`src/rtl/i2c_burst_reader.sv`:
```
// Burst EEPROM reader: drives an I2C byte-command master and packs the
// returned bytes little-endian into BPW-byte words on a valid/ready port.
module i2c_burst_reader #(
    parameter logic [6:0] SADR    = 7'b1010011,
    parameter int         BPW     = 32,
    parameter int         TIMEOUT = 1000000
) (
    input  logic             clk,
    input  logic             reset,
    input  logic             start,
    input  logic [7:0]       offset,
    input  logic [8:0]       length,
    output logic             busy,
    output logic             done,
    output logic             err,
    output logic [2:0]       cmd_op,
    output logic             cmd_fun,
    output logic [6:0]       cmd_addr,
    output logic [7:0]       cmd_wdata,
    output logic             cmd_val,
    input  logic             cmd_rdy,
    input  logic [7:0]       rsp_data,
    input  logic             rsp_val,
    output logic             rsp_rdy,
    output logic [8*BPW-1:0] out_data,
    output logic             out_valid,
    input  logic             out_ready,
    output logic             out_last,
    output logic [5:0]       out_nbytes
);
    localparam logic [2:0] OP_NOP   = 3'd0;
    localparam logic [2:0] OP_INIT  = 3'd1;
    localparam logic [2:0] OP_START = 3'd2;
    localparam logic [2:0] OP_WRITE = 3'd3;
    localparam logic [2:0] OP_READ  = 3'd4;
    localparam logic [2:0] OP_STOP  = 3'd5;

    localparam int            TW       = $clog2(TIMEOUT + 1);
    localparam logic [TW-1:0] TMO_LAST = TW'(TIMEOUT - 1);
    localparam logic [5:0]    BPW_LAST = 6'(BPW - 1);

    typedef enum logic [3:0] {
        S_IDLE, S_INIT_I, S_INIT_W, S_STW_I, S_STW_W,
        S_WOFS_I, S_WOFS_W, S_STR_I, S_STR_W,
        S_RD_I, S_RD_W, S_STOP_I, S_STOP_W, S_FIN
    } state_t;

    state_t           r_state;
    state_t           w_next;
    logic [7:0]       r_ofs;
    logic [8:0]       r_len;
    logic [8:0]       r_cnt;
    logic [5:0]       r_wcnt;
    logic [TW-1:0]    r_wait;
    logic             r_done;
    logic             r_err;
    logic [8*BPW-1:0] r_out_data;
    logic             r_out_valid;
    logic             r_out_last;
    logic [5:0]       r_out_nbytes;

    logic [8:0] w_len;
    logic       w_lastb;
    logic       w_out_free;
    logic       w_accept;
    logic       w_stall;
    logic       w_issue;
    logic       w_tmo;

    assign w_len      = (length > 9'd256) ? 9'd256 : length;
    assign w_lastb    = (r_cnt == r_len - 9'd1);
    assign w_out_free = !r_out_valid || out_ready;
    assign w_accept   = r_out_valid && out_ready;
    // a full word still pending blocks the next READ
    assign w_stall    = (r_state == S_RD_I) && r_out_valid;

    assign busy       = (r_state != S_IDLE);
    assign done       = r_done;
    assign err        = r_err;
    assign cmd_addr   = SADR;
    assign out_data   = r_out_data;
    assign out_valid  = r_out_valid;
    assign out_last   = r_out_last;
    assign out_nbytes = r_out_nbytes;

    always_comb begin
        w_next    = r_state;
        cmd_op    = OP_NOP;
        cmd_fun   = 1'b0;
        cmd_wdata = 8'd0;
        w_issue   = 1'b0;
        rsp_rdy   = 1'b0;
        unique case (r_state)
            S_INIT_I: begin
                w_issue = 1'b1;
                cmd_op  = OP_INIT;
            end
            S_STW_I: begin
                w_issue = 1'b1;
                cmd_op  = OP_START;
                cmd_fun = 1'b1;
            end
            S_WOFS_I: begin
                w_issue   = 1'b1;
                cmd_op    = OP_WRITE;
                cmd_wdata = r_ofs;
            end
            S_STR_I: begin
                w_issue = 1'b1;
                cmd_op  = OP_START;
            end
            S_RD_I: begin
                w_issue = 1'b1;
                cmd_op  = OP_READ;
                cmd_fun = w_lastb;
            end
            S_STOP_I: begin
                w_issue = 1'b1;
                cmd_op  = OP_STOP;
            end
            S_INIT_W, S_STW_W, S_WOFS_W,
            S_STR_W, S_RD_W, S_STOP_W: rsp_rdy = 1'b1;
            default: ;
        endcase
        cmd_val = w_issue && !w_stall;
        unique case (r_state)
            S_IDLE:   if (start && w_len != 9'd0) w_next = S_INIT_I;
            S_INIT_I: if (cmd_val && cmd_rdy) w_next = S_INIT_W;
            S_INIT_W: if (rsp_val) w_next = S_STW_I;
            S_STW_I:  if (cmd_val && cmd_rdy) w_next = S_STW_W;
            S_STW_W:  if (rsp_val) w_next = S_WOFS_I;
            S_WOFS_I: if (cmd_val && cmd_rdy) w_next = S_WOFS_W;
            S_WOFS_W: if (rsp_val) w_next = S_STR_I;
            S_STR_I:  if (cmd_val && cmd_rdy) w_next = S_STR_W;
            S_STR_W:  if (rsp_val) w_next = S_RD_I;
            S_RD_I:   if (cmd_val && cmd_rdy) w_next = S_RD_W;
            S_RD_W:   if (rsp_val) w_next = w_lastb ? S_STOP_I : S_RD_I;
            S_STOP_I: if (cmd_val && cmd_rdy) w_next = S_STOP_W;
            S_STOP_W: if (rsp_val) w_next = w_out_free ? S_IDLE : S_FIN;
            S_FIN:    if (w_out_free) w_next = S_IDLE;
            default:  w_next = S_IDLE;
        endcase
        w_tmo = (w_issue || rsp_rdy) && !w_stall &&
                (w_next == r_state) && (r_wait == TMO_LAST);
        if (w_tmo) w_next = S_IDLE;
    end

    always_ff @(posedge clk or posedge reset) begin
        if (reset) begin
            r_state      <= S_IDLE;
            r_ofs        <= '0;
            r_len        <= '0;
            r_cnt        <= '0;
            r_wcnt       <= '0;
            r_wait       <= '0;
            r_done       <= 1'b0;
            r_err        <= 1'b0;
            r_out_data   <= '0;
            r_out_valid  <= 1'b0;
            r_out_last   <= 1'b0;
            r_out_nbytes <= '0;
        end else begin
            r_state <= w_next;
            r_done  <= 1'b0;
            r_err   <= 1'b0;
            if (w_next != r_state || w_stall) r_wait <= '0;
            else r_wait <= r_wait + TW'(1);
            if (r_state == S_IDLE && start) begin
                r_ofs  <= offset;
                r_len  <= w_len;
                r_cnt  <= '0;
                r_wcnt <= '0;
                r_done <= (w_len == 9'd0);
            end
            if (w_accept) begin
                r_out_data   <= '0;
                r_out_valid  <= 1'b0;
                r_out_last   <= 1'b0;
                r_out_nbytes <= '0;
            end
            if (r_state == S_RD_W && rsp_val) begin
                for (int b = 0; b < BPW; b++)
                    if (r_wcnt == 6'(b)) r_out_data[8*b +: 8] <= rsp_data;
                r_cnt <= r_cnt + 9'd1;
                if (w_lastb || r_wcnt == BPW_LAST) begin
                    r_out_valid  <= 1'b1;
                    r_out_last   <= w_lastb;
                    r_out_nbytes <= r_wcnt + 6'd1;
                    r_wcnt       <= '0;
                end else begin
                    r_wcnt <= r_wcnt + 6'd1;
                end
            end
            if ((r_state == S_STOP_W && rsp_val && w_out_free) ||
                (r_state == S_FIN && w_out_free))
                r_done <= 1'b1;
            if (w_tmo) begin
                r_done       <= 1'b1;
                r_err        <= 1'b1;
                r_out_data   <= '0;
                r_out_valid  <= 1'b0;
                r_out_last   <= 1'b0;
                r_out_nbytes <= '0;
            end
        end
    end
endmodule

```
`config.mk`:
```
export PLATFORM = sky130hd
export DESIGN_NAME = i2c_burst_reader
export DESIGN_NICKNAME = d
export VERILOG_FILES = /design/src/rtl/i2c_burst_reader.sv
export SDC_FILE = /design/constraint.sdc
export NUM_CORES = 1
export LEC_CHECK = 0
export CAP_MARGIN = 40
export CORE_ASPECT_RATIO = 0.5
export CORE_MARGIN = 10
export CORE_UTILIZATION = 51
export CTS_BUF_LIST = sky130_fd_sc_hd__clkbuf_16
export DETAILED_ROUTE_END_ITERATION = 12
export PLACE_DENSITY_LB_ADDON = 0.3
export SLEW_MARGIN = 10
export SYNTH_ARGS = -nofsm -noshare
export SYNTH_HDL_FRONTEND = slang
export SYNTH_SLANG_ARGS = --single-unit
```
`constraint.sdc`:
```
create_clock -name clk -period 15.39 [get_ports clk]
set_clock_uncertainty 0.2 [all_clocks]
set_input_delay 2.3085 -clock clk [delete_from_list [all_inputs] [get_ports clk]]
set_output_delay 2.3085 -clock clk [all_outputs]
set_load 0.01 [all_outputs]
```
==> results by group <==
Run status
  – Status: finished clean

Placement
  – I/O Buffers: 311
  – Place WS: 9.55 ns
  – DP HPWL: around 32,000 um
  – RePlAce Congestion: 0.831

GRT
  – Initial antenna violation count: 0
  – GR Overflow Total: 0
  – Largest net degree at the start of global routing: between 150 and 200
  – Total global-route track usage: 0.252
  – First-pass GRT wire length: between 70,000 and 80,000 um
  – Vias in the first global route: 12,900

Min path
  – Min-delay worst type: flop to flop
  – Hold path depth: 2
  – Hold_sp: r_ofs[4]
  – Hold path endpoint: r_ofs[4]

Timing
  – Slew HR: 0.348
  – Max Freq: roughly 0.16 GHz
  – PnR worst setup slack: 9.09 ns
  – Final hold vios: 0
  – RSZ-0062 raised after global routing: false
  – Final slew viol count: 0
  – # setup viols final: 0
  – Sum Neg Setup Slack: 0 ns
  – Period utilization: 0.409
  – Worst-margin pin slew: 0.979 ns
  – Tmin final: about 6.3 ns

Route
  – Vias per cell: between 5 and 6
  – TritonRoute pass-1 iters: 5
  – Final antenna-violating net count: 0
  – Starting DRT DRC Count: roughly 1,300
  – WL/cell: between 20 and 25 um
  – Vias post-DR: approximately 14,000
  – DRC viols: 0
  – Total Routed Length: a little under 50,000 um

Clocking
  – Clk buf depth: 3
  – Num Clock Sinks: between 300 and 400
  – H-tree levels: 1
  – CTS Hold Bufs: 0
  – Clock root cell: clkbuf_16
  – CTS tree: done
  – Setup Fix Bufs, Post-CTS: 0
  – Total CTS buffers: 29
  – Post-CTS resize count: 0
  – Clock transition at the registers of the reported paths: around 0.060 ns
  – Clk_lat worst skew: around 0.56 ns

Worst setup path
  – CP required: 12.88 ns
  – Crit path kind: flop to primary output
  – Maximum net fanout on the critical path: 8
  – Reg2Reg Capture Point: out_data[67]
  – Reg2reg start: r_state[1]
  – R2r setup slk: ~11 ns
  – Critical Path Sink Type: primary output
  – R2R cell count: 11
  – Worst path arrival time: between 3 and 4 ns
  – Startpoint types: flop

Floorplanning
  – Number of I/O pins: roughly 320
  – Row cnt: between 40 and 50
  – Die W: between 200 and 300 um
  – Effective utilization at floorplan: 0.515
  – Core area: about 29,000 um^2
  – Die span in y: between 100 and 150 um
  – Die footprint: between 30,000 and 40,000 um^2

Synthesis
  – Post-Synth Simple-Gate Area: 0.253
  – Syn avg cell area: about 9 um^2
  – Post-synth EDFFs: 0
  – Largest family of logic cells by synthesized area: simple AND/OR/NAND/NOR gates
  – Synth Warn #: 0
  – Post-synthesis compound-gate area fraction: 0.127
  – Post-synthesis xor/xnor area fraction: 0.0165
  – Distinct cells, synth: 63
  – Fraction of registers with async set/reset: 1.00
  – Synthesized cell area: 14,900 um^2
  – Synthesized flop and latch total: around 320
  – Part of the Yosys area used for sequential elements: 0.541
  – Post-Synthesis Cells: between 1,500 and 2,000
  – Adder-Cell Fraction of Synth Area: 0.00588
  – Main synth FF type: dfrtp_1
  – Mux contribution to synthesized area: 0.00546

Power
  – Leakage Power: between 7 and 8 nW
  – Worst VDD drop: 0.101 mV
  – PwrDens: around 110 nW/um^2

Final layout
  – Share of cells above drive strength 1: 0.0497
  – Final core utilization: 0.661
  – Multi-input logic area: 6120 um^2
  – Nets: slightly below 2,000
  – FILL cells: between 2,000 and 2,500
  – Area growth from synthesis to final layout: 28.3%
  – Antenna Cells: 0
  – Most frequent cells in the layout: 387 x nand3_1, 322 x dfrtp_1, 303 x clkdlybuf4s50_1
  – Reg area: a little over 8000 um^2
  – Commonest non-fill, non-tap cell in the layout: nand3_1

Run
  – Max_cap viols: 0
==> where the power goes <==
group | total (mW) | internal [mW] | leakage, nW | switching, mW
Clock | 0.720 | 0.392 | 0.469 | 0.328
Combinational | 0.437 | 0.173 | 3.00 | 0.263
Sequential | 0.967 | 0.901 | 4.46 | 0.0665
==> worst max-delay path by stage <==
stage | startpoint | endpoint | slack, ns
final | r_len[0] | cmd_fun | 9.09
after global routing | r_len[0] | cmd_fun | 8.87
after CTS | r_len[0] | cmd_fun | 9.12
after detailed placement | out_ready | out_data[67] | 9.55
after global placement | out_ready | out_data[62] | 9.37
after floorplan | reset | done | 3.97
==> synthesized netlist by cell type, types with 2 or more instances <==
| cell | number | share of area |
|---|---|---|
| or2_2 | 4 | 0.0017 |
| and2_1 | 16 | 0.0067 |
| clkbuf_1 | 90 | 0.023 |
| ha_1 | 7 | 0.0059 |
| a211o_1 | 2 | 0.0012 |
| a31oi_1 | 5 | 0.0021 |
| or4b_1 | 2 | 0.0013 |
| and4_1 | 2 | 0.0012 |
| or3_1 | 8 | 0.0034 |
| xor2_1 | 19 | 0.011 |
| nand3b_1 | 6 | 0.0030 |
| nand2b_1 | 13 | 0.0055 |
| nor3_2 | 2 | 0.0013 |
| nand3_1 | 387 | 0.13 |
| a21oi_1 | 266 | 0.089 |
| and3_1 | 12 | 0.0050 |
| buf_4 | 24 | 0.012 |
| nand4_1 | 7 | 0.0029 |
| conb_1 | 2 | 0.00050 |
| buf_1 | 9 | 0.0023 |
| buf_6 | 6 | 0.0045 |
| nor3b_1 | 2 | 0.0010 |
| o22ai_1 | 2 | 0.00084 |
| buf_2 | 16 | 0.0054 |
| o21ai_0 | 24 | 0.0081 |
| mux2i_1 | 7 | 0.0047 |
| xnor2_1 | 9 | 0.0053 |
| a32o_1 | 3 | 0.0020 |
| nor3_1 | 14 | 0.0047 |
| a2111oi_2 | 2 | 0.0020 |
| inv_1 | 11 | 0.0028 |
| nand2_1 | 250 | 0.063 |
| nor2b_1 | 5 | 0.0021 |
| dfrtp_1 | 322 | 0.54 |
| a21o_1 | 6 | 0.0030 |
| nor4_1 | 6 | 0.0025 |
| a211oi_1 | 18 | 0.0091 |
| nor2_1 | 51 | 0.013 |
==> per-stage QoR <==
stage / cells / hold slack, ns / power (mW) / instance area, um^2
floorplan: 1667 / 0.237 / 1.25 / 14900
global placement: 2238 / 0.249 / 1.40 / 17900
detailed placement: 2250 / 0.256 / 1.41 / 18200
CTS: 2302 / 0.272 / 2.13 / 19100
global route: 2302 / 0.297 / 2.22 / 19100
finish: 2302 / 0.267 / 2.12 / 19100
==> worst max-delay path: stages (launching register included) <==
cell             delay (ns)
dfrtp_1                0.41
inv_1                  0.10
ha_1                   0.22
nor2b_1                0.24
nand2_1                0.10
o311ai_0               0.38
o22ai_1                0.18
a211oi_2               0.63
a21oi_1                0.18
nor3_1                 0.20
clkdlybuf4s50_1        0.59
==> registers in the layout, indices dropped and copies added, names as in the netlist <==
signal and cells:
r_ofs 8, r_len 9, r_wait 20, out_valid 1
r_wcnt 6, err 1, r_cnt 9, r_state 4
out_nbytes 6, out_last 1, done 1, out_data 256
==> metal layers <==
layer / vias up / wire length, um / GRT usage / share of wire
met5: - / 0 / 0 / 0
met2: 582 / 23300 / 0.416 / 0.48
li1: 6249 / - / - / -
met1: 6720 / 19500 / 0.329 / 0.40
met4: 0 / 1930 / 0.0923 / 0.040
met3: 115 / 3430 / 0.0408 / 0.071
==> cells by family after synthesis <==
group                    Yosys count
AND/OR/NAND/NOR                  794
AO/OA/AOI/OAI                    343
flip-flops                       322
buffers and inverters            158
XOR/XNOR                          28
multiplexers                       8
adder cells (fa/ha/maj)            7
other                              2
==> layout make-up <==
class / count / area share
flip-flops and latches: 322 / 0.422
multi-input cells: 1187 / 0.320
repair buffers: 338 / 0.182
well taps: 391 / 0.0256
clock buffers: 29 / 0.0380
inverters: 12 / 0.00275
clock inverters: 23 / 0.00969
No activity file was read; power rests on OpenSTA's default activity.
